File: src/rtl/rll27_decoder_if.sv
// Serial RLL(2,7) decoder bus.
// Code-bit strobe in, decoded word and error status out.
interface rll27_decoder_if;
  logic       en_i;
  logic       code_i;
  logic [3:0] data_o;
  logic [2:0] len_o;
  logic       valid_o;
  logic       err_o;
  logic [7:0] err_cnt_o;

  modport master (
    output en_i, code_i,
    input  data_o, len_o, valid_o,
    input  err_o, err_cnt_o
  );

  modport slave (
    input  en_i, code_i,
    output data_o, len_o, valid_o,
    output err_o, err_cnt_o
  );
endinterface

File: src/rtl/rll27_decoder.sv
// Serial RLL(2,7) decoder: parses 4/6/8-bit codewords
// into 2/3/4-bit data words, flags and counts illegal code.
module rll27_decoder (
  input  logic          clk_i,
  input  logic          arst_i,
  rll27_decoder_if.slave bus
);

  typedef enum logic {
    S_IDLE,
    S_COLLECT
  } state_t;

  state_t     r_state;
  // Oldest 7 bits; the live code bit completes the 8-bit window.
  logic [6:0] r_sr;
  logic [3:0] r_cnt;
  logic [3:0] r_data;
  logic [2:0] r_len;
  logic       r_valid;
  logic       r_err;
  logic [7:0] r_ecnt;

  logic [7:0] w_pat;
  logic [3:0] w_n;
  logic       w_hit;
  logic       w_pre;
  logic [3:0] w_data;
  logic [2:0] w_len;

  assign w_pat = {r_sr, bus.code_i};
  assign w_n   = r_cnt + 4'd1;

  // Classify the w_n newest bits: full codeword, live prefix, or neither.
  always_comb begin
    w_hit  = 1'b0;
    w_pre  = 1'b0;
    w_data = 4'd0;
    w_len  = 3'd0;
    case (w_n)
      4'd1: w_pre = 1'b1;
      4'd2: w_pre = (w_pat[1:0] != 2'b11);
      4'd3: w_pre = w_pat[2:0] inside
              {3'b010, 3'b100, 3'b000, 3'b001};
      4'd4: begin
        case (w_pat[3:0])
          4'b0100: begin
            w_hit  = 1'b1;
            w_data = 4'b0010;
            w_len  = 3'd2;
          end
          4'b1000: begin
            w_hit  = 1'b1;
            w_data = 4'b0011;
            w_len  = 3'd2;
          end
          4'b1001, 4'b0001,
          4'b0010, 4'b0000: w_pre = 1'b1;
          default: ;
        endcase
      end
      4'd5: w_pre = w_pat[4:0] inside
              {5'b10010, 5'b00010, 5'b00100, 5'b00001};
      4'd6: begin
        case (w_pat[5:0])
          6'b000100: begin
            w_hit  = 1'b1;
            w_data = 4'b0000;
            w_len  = 3'd3;
          end
          6'b100100: begin
            w_hit  = 1'b1;
            w_data = 4'b0010;
            w_len  = 3'd3;
          end
          6'b001000: begin
            w_hit  = 1'b1;
            w_data = 4'b0011;
            w_len  = 3'd3;
          end
          6'b001001, 6'b000010: w_pre = 1'b1;
          default: ;
        endcase
      end
      4'd7: w_pre = w_pat[6:0] inside
              {7'b0010010, 7'b0000100};
      4'd8: begin
        case (w_pat)
          8'b00100100: begin
            w_hit  = 1'b1;
            w_data = 4'b0010;
            w_len  = 3'd4;
          end
          8'b00001000: begin
            w_hit  = 1'b1;
            w_data = 4'b0011;
            w_len  = 3'd4;
          end
          default: ;
        endcase
      end
      default: ;
    endcase
  end

  // Parser FSM with registered word, strobes and error count.
  always_ff @(posedge clk_i or negedge arst_i) begin
    if (!arst_i) begin
      r_state <= S_IDLE;
      r_sr    <= '0;
      r_cnt   <= '0;
      r_data  <= '0;
      r_len   <= '0;
      r_valid <= 1'b0;
      r_err   <= 1'b0;
      r_ecnt  <= '0;
    end else begin
      r_valid <= 1'b0;
      r_err   <= 1'b0;
      if (bus.en_i) begin
        r_sr <= w_pat[6:0];
        unique case (r_state)
          S_IDLE: begin
            r_cnt   <= 4'd1;
            r_state <= S_COLLECT;
          end
          S_COLLECT: begin
            if (w_hit) begin
              r_data  <= w_data;
              r_len   <= w_len;
              r_valid <= 1'b1;
              r_cnt   <= '0;
              r_state <= S_IDLE;
            end else if (w_pre) begin
              r_cnt <= w_n;
            end else begin
              r_err   <= 1'b1;
              if (r_ecnt != 8'hFF)
                r_ecnt <= r_ecnt + 8'd1;
              r_cnt   <= '0;
              r_state <= S_IDLE;
            end
          end
        endcase
      end
    end
  end

  assign bus.data_o    = r_data;
  assign bus.len_o     = r_len;
  assign bus.valid_o   = r_valid;
  assign bus.err_o     = r_err;
  assign bus.err_cnt_o = r_ecnt;

endmodule

File: src/flat_wrapper.sv
// flat-port wrapper written by rule: the top's interface ports become plain ports
module rll27_decoder_flat 
  (clk_i, arst_i, bus_en_i, bus_code_i, bus_data_o, bus_len_o, bus_valid_o, bus_err_o, bus_err_cnt_o);
  rll27_decoder_if bus_i ();
  input  logic clk_i;
  input  logic arst_i;
  input wire logic [$bits(bus_i.en_i)-1:0] bus_en_i;
  input wire logic [$bits(bus_i.code_i)-1:0] bus_code_i;
  output wire logic [$bits(bus_i.data_o)-1:0] bus_data_o;
  output wire logic [$bits(bus_i.len_o)-1:0] bus_len_o;
  output wire logic [$bits(bus_i.valid_o)-1:0] bus_valid_o;
  output wire logic [$bits(bus_i.err_o)-1:0] bus_err_o;
  output wire logic [$bits(bus_i.err_cnt_o)-1:0] bus_err_cnt_o;
  assign bus_i.en_i = bus_en_i;
  assign bus_i.code_i = bus_code_i;
  assign bus_data_o = bus_i.data_o;
  assign bus_len_o = bus_i.len_o;
  assign bus_valid_o = bus_i.valid_o;
  assign bus_err_o = bus_i.err_o;
  assign bus_err_cnt_o = bus_i.err_cnt_o;
  rll27_decoder u_core (.clk_i(clk_i), .arst_i(arst_i), .bus(bus_i));
endmodule
File: config.mk
export PLATFORM = sky130hd
export DESIGN_NAME = rll27_decoder_flat
export DESIGN_NICKNAME = d
export VERILOG_FILES = /design/src/rtl/rll27_decoder_if.sv /design/src/rtl/rll27_decoder.sv /design/src/flat_wrapper.sv
export SDC_FILE = /design/constraint.sdc
export NUM_CORES = 1
export LEC_CHECK = 0
export BUFFER_PORTS_ARGS = -buffer_cell sky130_fd_sc_hd__buf_4
export CORE_UTILIZATION = 45
export DETAILED_ROUTE_END_ITERATION = 16
export PLACE_DENSITY = 0.7
export SYNTH_ARGS = -nofsm -noshare
export SYNTH_HDL_FRONTEND = slang
export SYNTH_SLANG_ARGS = --single-unit
File: constraint.sdc
create_clock -name clk_i -period 2.4 [get_ports clk_i]
set_input_delay 0.12 -clock clk_i [delete_from_list [all_inputs] [get_ports clk_i]]
set_output_delay 0.12 -clock clk_i [all_outputs]
set_load 0.02 [all_outputs]
Word-level counts from Yosys, hierarchy flattened
Cells that the tools add are included.
Widths: inputs -> output; s select.
Storage, ports and cells
  register bits after elaboration: 29
  output and inout bits: 17
  input port bits: 4
  word-level logic and storage cells: 84
Operators by class
  add/sub/neg operators: 2
  eq/ne operators: 31
  reductions and logical operators: 12
  multiplexer cells: 28
  bitwise logic cells: 3
Operator list (count)
  $eq 4x3->1 const B: 5
  $mux 1: 14
  $eq 4x2->1 const B: 3
  $eq 4x4->1 const B: 3
  $eq 6x4->1 const B: 2
  $pmux 2 s2: 3
  $pmux 4 s3: 1
  $pmux 3 s3: 1
  $add 8x1->8 const B: 1
  $eq 4x1->1 const B: 2
  $eq 8x4->1 const B: 1
  $eq 8x6->1 const B: 1
  $mux 4: 2
  $ne 8x8->1 const B: 1
  $pmux 4 s2: 1
  $reduce_bool 4->1: 2
  $eq 7x3->1 const B: 1
  $eq 7x5->1 const B: 1
  $pmux 1 s7: 1
  $eq 6x2->1 const B: 1
  $eq 6x3->1 const B: 1
  $eq 6x6->1 const B: 1
  $reduce_or 2->1: 3
  $eq 5x1->1 const B: 1
  other kinds (20): 23

Logic depth before layout (Yosys ltp)
  depth in word-level cells: 8
  mapped depth: 8

Worst setup path after synthesis
Ideal clock, no wire load.
  kind: reg-to-reg
  start point: register u_core.r_cnt[0]
  end point: register u_core.r_ecnt[1] (netlist: u_core.bus.err_cnt_o[1])
  data arrival time: 2082 ps
  stages on the path, launching flop included: 9
  clock period less this slack: 2210 ps
  setup slack: 190 ps
  cell sequence: dfrtp_1 ha_1 xnor2_1 and3_1 and3_1 buf_2 nor2_4 and4_1 mux2_1
On the way
  cells in the longest elaborated chain, start to end: 5
  elaborated cells between the ends (all ways): 14
  classes of those cells: 1 x add/sub; 8 x eq/ne; 2 x mux; 2 x bitwise; 1 x reduce/logical
Ends and longest elaborated chain
  start, declared: line rll27_decoder.sv:17  | logic [3:0] r_cnt;
  start signal, assigned: line rll27_decoder.sv:135  | r_cnt <= w_n;
  $add 4x1->4 (*): line rll27_decoder.sv:32  | assign w_n = r_cnt + 4'd1;
  $eq 4x3->1, or another cell as far along: line rll27_decoder.sv:40  | case (w_n)
  $pmux 1 s7 / $pmux 1 s3 (equally long branches): line rll27_decoder.sv:40
  $not 1->1 (no line)
  $reduce_and 5->1 (no line) (*)
  end signal, assigned: line rll27_decoder.sv:139  | r_ecnt <= r_ecnt + 8'd1;
  end, declared: line rll27_decoder.sv:22  | logic [7:0] r_ecnt;
Every way passes the cells marked *; elsewhere a longest branch is shown, timed or not.
A chain may end at the register's enable or synchronous reset.

Worst setup path after layout
  start point: register u_core.r_cnt[0]
  end point: register u_core.r_cnt[0]
On the way
  cells in the longest elaborated chain, start to end: 6
  elaborated cells between the ends (all ways): 14
  classes of those cells: 1 x add/sub; 8 x eq/ne; 5 x mux
Ends and longest elaborated chain
  $add 4x1->4 (*): line rll27_decoder.sv:32
  $eq 4x3->1, or another cell as far along: line rll27_decoder.sv:40
  $pmux 1 s7: line rll27_decoder.sv:40
  $mux 4: line rll27_decoder.sv:134  | end else if (w_pre) begin
  $mux 4 (*): line rll27_decoder.sv:128  | if (w_hit) begin
  $pmux 4 s2 (*): line rll27_decoder.sv:122  | unique case (r_state)
Marks and branches as above.

==> impl_metrics.env <==
export IMPL_htreeDepth=1
export IMPL_avgSynthCellArea_um2=10.3
export IMPL_fin_crit_sh_pct=94.1
export IMPL_start_kind="register"
export IMPL_reg2reg_slack_ns=0.14
export IMPL_antenna_found_initial=0
export IMPL_rsz0062_at_grt="yes"
export IMPL_cp_top_family="compound AO/OA/AOI/OAI gates"
export IMPL_port_buffers=18
export IMPL_cts_path_max_buffers=2
export IMPL_min_path_cells=2
export IMPL_cp_cell_sequence="ha_1 > and2b_1 > a32o_2 > o21ai_0 > o32a_1 > buf_4 > nor4_4 > a2bb2oi_2"
export IMPL_worstHoldEndpoint="u_core.r_cnt[3]$_DFFE_PN0P_"
export IMPL_status="finished clean"
export IMPL_synthArstFlopShare_pct=100
export IMPL_crit_path_max_incr_delay_ns=0.42
export IMPL_dieWidth_um=62.4
export IMPL_grt_total_usage_pct=16.0
export IMPL_path_buf_inv=1
export IMPL_p_leak_nw=0.850
export IMPL_r2r_start="u_core.r_cnt[0]$_DFFE_PN0P_"
export IMPL_clk_pin_slew_ns=0.15
export IMPL_rr_worst_depth=8
export IMPL_synth_cells=160
export IMPL_vias=1239
export IMPL_postPlaceCellArea_um2=1800
export IMPL_first_global_vias=1112
export IMPL_ios=21
export IMPL_finalNetCount=190
export IMPL_cp_required_ns=2.68
export IMPL_slowest_stage="dfrtp_1"
export IMPL_grt_pass1_wl_um=4960
export IMPL_drive_gt1_share_pct=24.6
export IMPL_drt_iter0_markers=62
export IMPL_drt_pass1_iterations=4
export IMPL_cts_buffers=3
export IMPL_synth_seq_cells=27
export IMPL_area_growth_pct=13.0
export IMPL_final_cells=225
export IMPL_seqCellArea_um2=676
export IMPL_synth_edf_count=0
export IMPL_routed_wl_um=2950
export IMPL_max_cap_violations=0
export IMPL_p_total_mw=1.85
export IMPL_synth_main_ff_cell="dfrtp_1"
export IMPL_finalHoldViolations=0
export IMPL_r2r_end="u_core.r_cnt[0]$_DFFE_PN0P_"
export IMPL_vias_per_cell=5.51
export IMPL_crit_type="reg2reg"
export IMPL_diodes=0
export IMPL_gp_congestion=0.886
export IMPL_report_final_slew_viol_count=0
export IMPL_drc=0
export IMPL_cp_end_kind="register"
export IMPL_min_from="bus_en_i"
export IMPL_die_h_um=62.4
export IMPL_multi_input_area_um2=885
export IMPL_fin_worst_skew_ns=0.00881
export IMPL_wl_per_cell_um=13.1
export IMPL_ys_warn_count=0
export IMPL_start_util_pct=48.1
export IMPL_rows=21
export IMPL_clock_latency_ns=0.33
export IMPL_overflow=0
export IMPL_dpl_cell_count=220
export IMPL_postCtsSetupBuffers=0
export IMPL_dieArea_um2=3900
export IMPL_yosysSeqAreaShare_pct=41.1
export IMPL_power_density_nw_per_um2=996
export IMPL_fmax_mhz=443
export IMPL_coreArea_um2=3420
export IMPL_cts_tree="yes"
export IMPL_synthDistinctLibCells=51
export IMPL_post_route_min_period_ns=2.26
export IMPL_dp_hpwl_um=2190
export IMPL_fillers=314
export IMPL_clock_root_buffer="clkbuf_4"
export IMPL_postLayoutCellArea_um2=1860
export IMPL_cts_sinks=27
export IMPL_grt_max_degree=28
export IMPL_setup_viol=0
export IMPL_hp_class="in2reg"
export IMPL_synth_area_um2=1640
export IMPL_final_antenna_net_count=0
export IMPL_crit_fanout=10
export IMPL_cp_arrival_ns=2.54
export IMPL_vdd_ir_drop_max_mv=0.433
cell usage after synthesis, types with 2 or more instances:
master | n | share of area (%)
and3_1 | 4 | 1.5
nand2_1 | 15 | 3.4
xor2_1 | 3 | 1.6
nand4_1 | 5 | 1.9
nand3_1 | 7 | 2.1
nor2_1 | 8 | 1.8
nor4_1 | 2 | 0.76
xnor2_1 | 8 | 4.3
buf_2 | 2 | 0.61
o211ai_1 | 2 | 0.91
nor3b_1 | 3 | 1.4
inv_1 | 7 | 1.6
mux2_2 | 7 | 4.8
nor2b_1 | 3 | 1.1
and3b_1 | 2 | 1.1
buf_4 | 2 | 0.91
o21ai_0 | 3 | 0.91
a32o_1 | 2 | 1.2
buf_6 | 4 | 2.7
nor3_1 | 5 | 1.5
nand3b_1 | 4 | 1.8
nor4_2 | 2 | 1.5
ha_1 | 6 | 4.6
dfrtp_1 | 27 | 41
through the flow:
stage / setup TNS (ns) / hold slack (ns) / util, % / worst slack, ns
after floorplan: 0 / -0.176 / - / 0.190
after global placement: 0 / 0.0447 / 52.7 / 0.196
after detailed placement: 0 / 0.0499 / 52.7 / 0.123
after CTS: 0 / 0.0478 / 53.8 / 0.0862
after global routing: -0.0140 / 0.0410 / 54.4 / -0.00839
final: 0 / 0.0524 / 54.4 / 0.143
cell usage in the layout, fill, tap and decap left out, drive strengths merged, types with 5 or more instances in the layout:
cell / synthesis / layout
dfrtp: 27 / 27
buf: 9 / 23
nand2: 15 / 15
nor2: 9 / 9
xnor2: 8 / 8
mux2: 8 / 8
inv: 7 / 7
nand3: 7 / 7
ha: 6 / 6
nor3: 6 / 6
nand4: 5 / 5
state kept, by name, summed over array words and instances (netlist names):
name / flops
u_core.bus.err_cnt_o: 8
u_core.r_sr: 7
u_core.r_cnt: 4
u_core.bus.len_o: 3
u_core.bus.data_o: 2
u_core.bus.err_o: 1
u_core.bus.valid_o: 1
u_core.r_state: 1
what timing repair did:
| action | CTS | global route |
|---|---|---|
| hold buffers | 1 | 0 |
| endpoints found under the hold margin | 27 | 0 |
| resized for setup | 0 | 3 |
| endpoints found under the setup margin | 0 | 3 |
power breakdown:
part	switching [mW]	internal (mW)
clock network	0.140	0.0639
registers	0.137	0.569
logic	0.480	0.460
total	0.757	1.09
routing by layer:
metal,global-route usage (%),part of all wire (%)
met5,0,0
met4,5.52,1.1
met3,2.74,3.5
met2,26.6,49
met1,21.0,46
worst max path at each step:
| stage | startpoint | end | cells past startpoint |
|---|---|---|---|
| after global placement | u_core.r_cnt[0]$_DFFE_PN0P_ | u_core.r_cnt[2]$_DFFE_PN0P_ | 8 |
| after CTS | u_core.r_cnt[0]$_DFFE_PN0P_ | u_core.r_cnt[0]$_DFFE_PN0P_ | 8 |
| after global routing | u_core.r_cnt[0]$_DFFE_PN0P_ | u_core.r_cnt[2]$_DFFE_PN0P_ | 8 |
| after floorplan | u_core.r_cnt[0]$_DFFE_PN0P_ | u_core.bus.err_cnt_o[1]$_DFFE_PN0P_ | 8 |
| final | u_core.r_cnt[0]$_DFFE_PN0P_ | u_core.r_cnt[0]$_DFFE_PN0P_ | 8 |
| after detailed placement | u_core.r_cnt[0]$_DFFE_PN0P_ | u_core.r_cnt[0]$_DFFE_PN0P_ | 8 |
layout make-up:
| cell class | count | area share, % |
|---|---|---|
| clock buffer | 3 | 1.21 |
| clock inverter | 1 | 0.404 |
| inverter | 7 | 1.42 |
| multi-input combinational | 117 | 47.6 |
| sequential | 27 | 36.4 |
| tap | 46 | 3.10 |
| timing repair buffer | 24 | 9.84 |
kinds of logic after synthesis:
| kind of cell | after synthesis | share of synthesized area (%) |
|---|---|---|
| AO/OA/AOI/OAI | 23 | 12.2 |
| other | 1 | 0.228 |
| XOR/XNOR | 11 | 5.86 |
| multiplexers | 8 | 5.48 |
| adder cells (fa/ha/maj) | 7 | 5.18 |
| flip-flops | 27 | 41.1 |
| AND/OR/NAND/NOR | 66 | 23.6 |
| buffers and inverters | 17 | 6.32 |
Power figures use the tool's default switching activity.
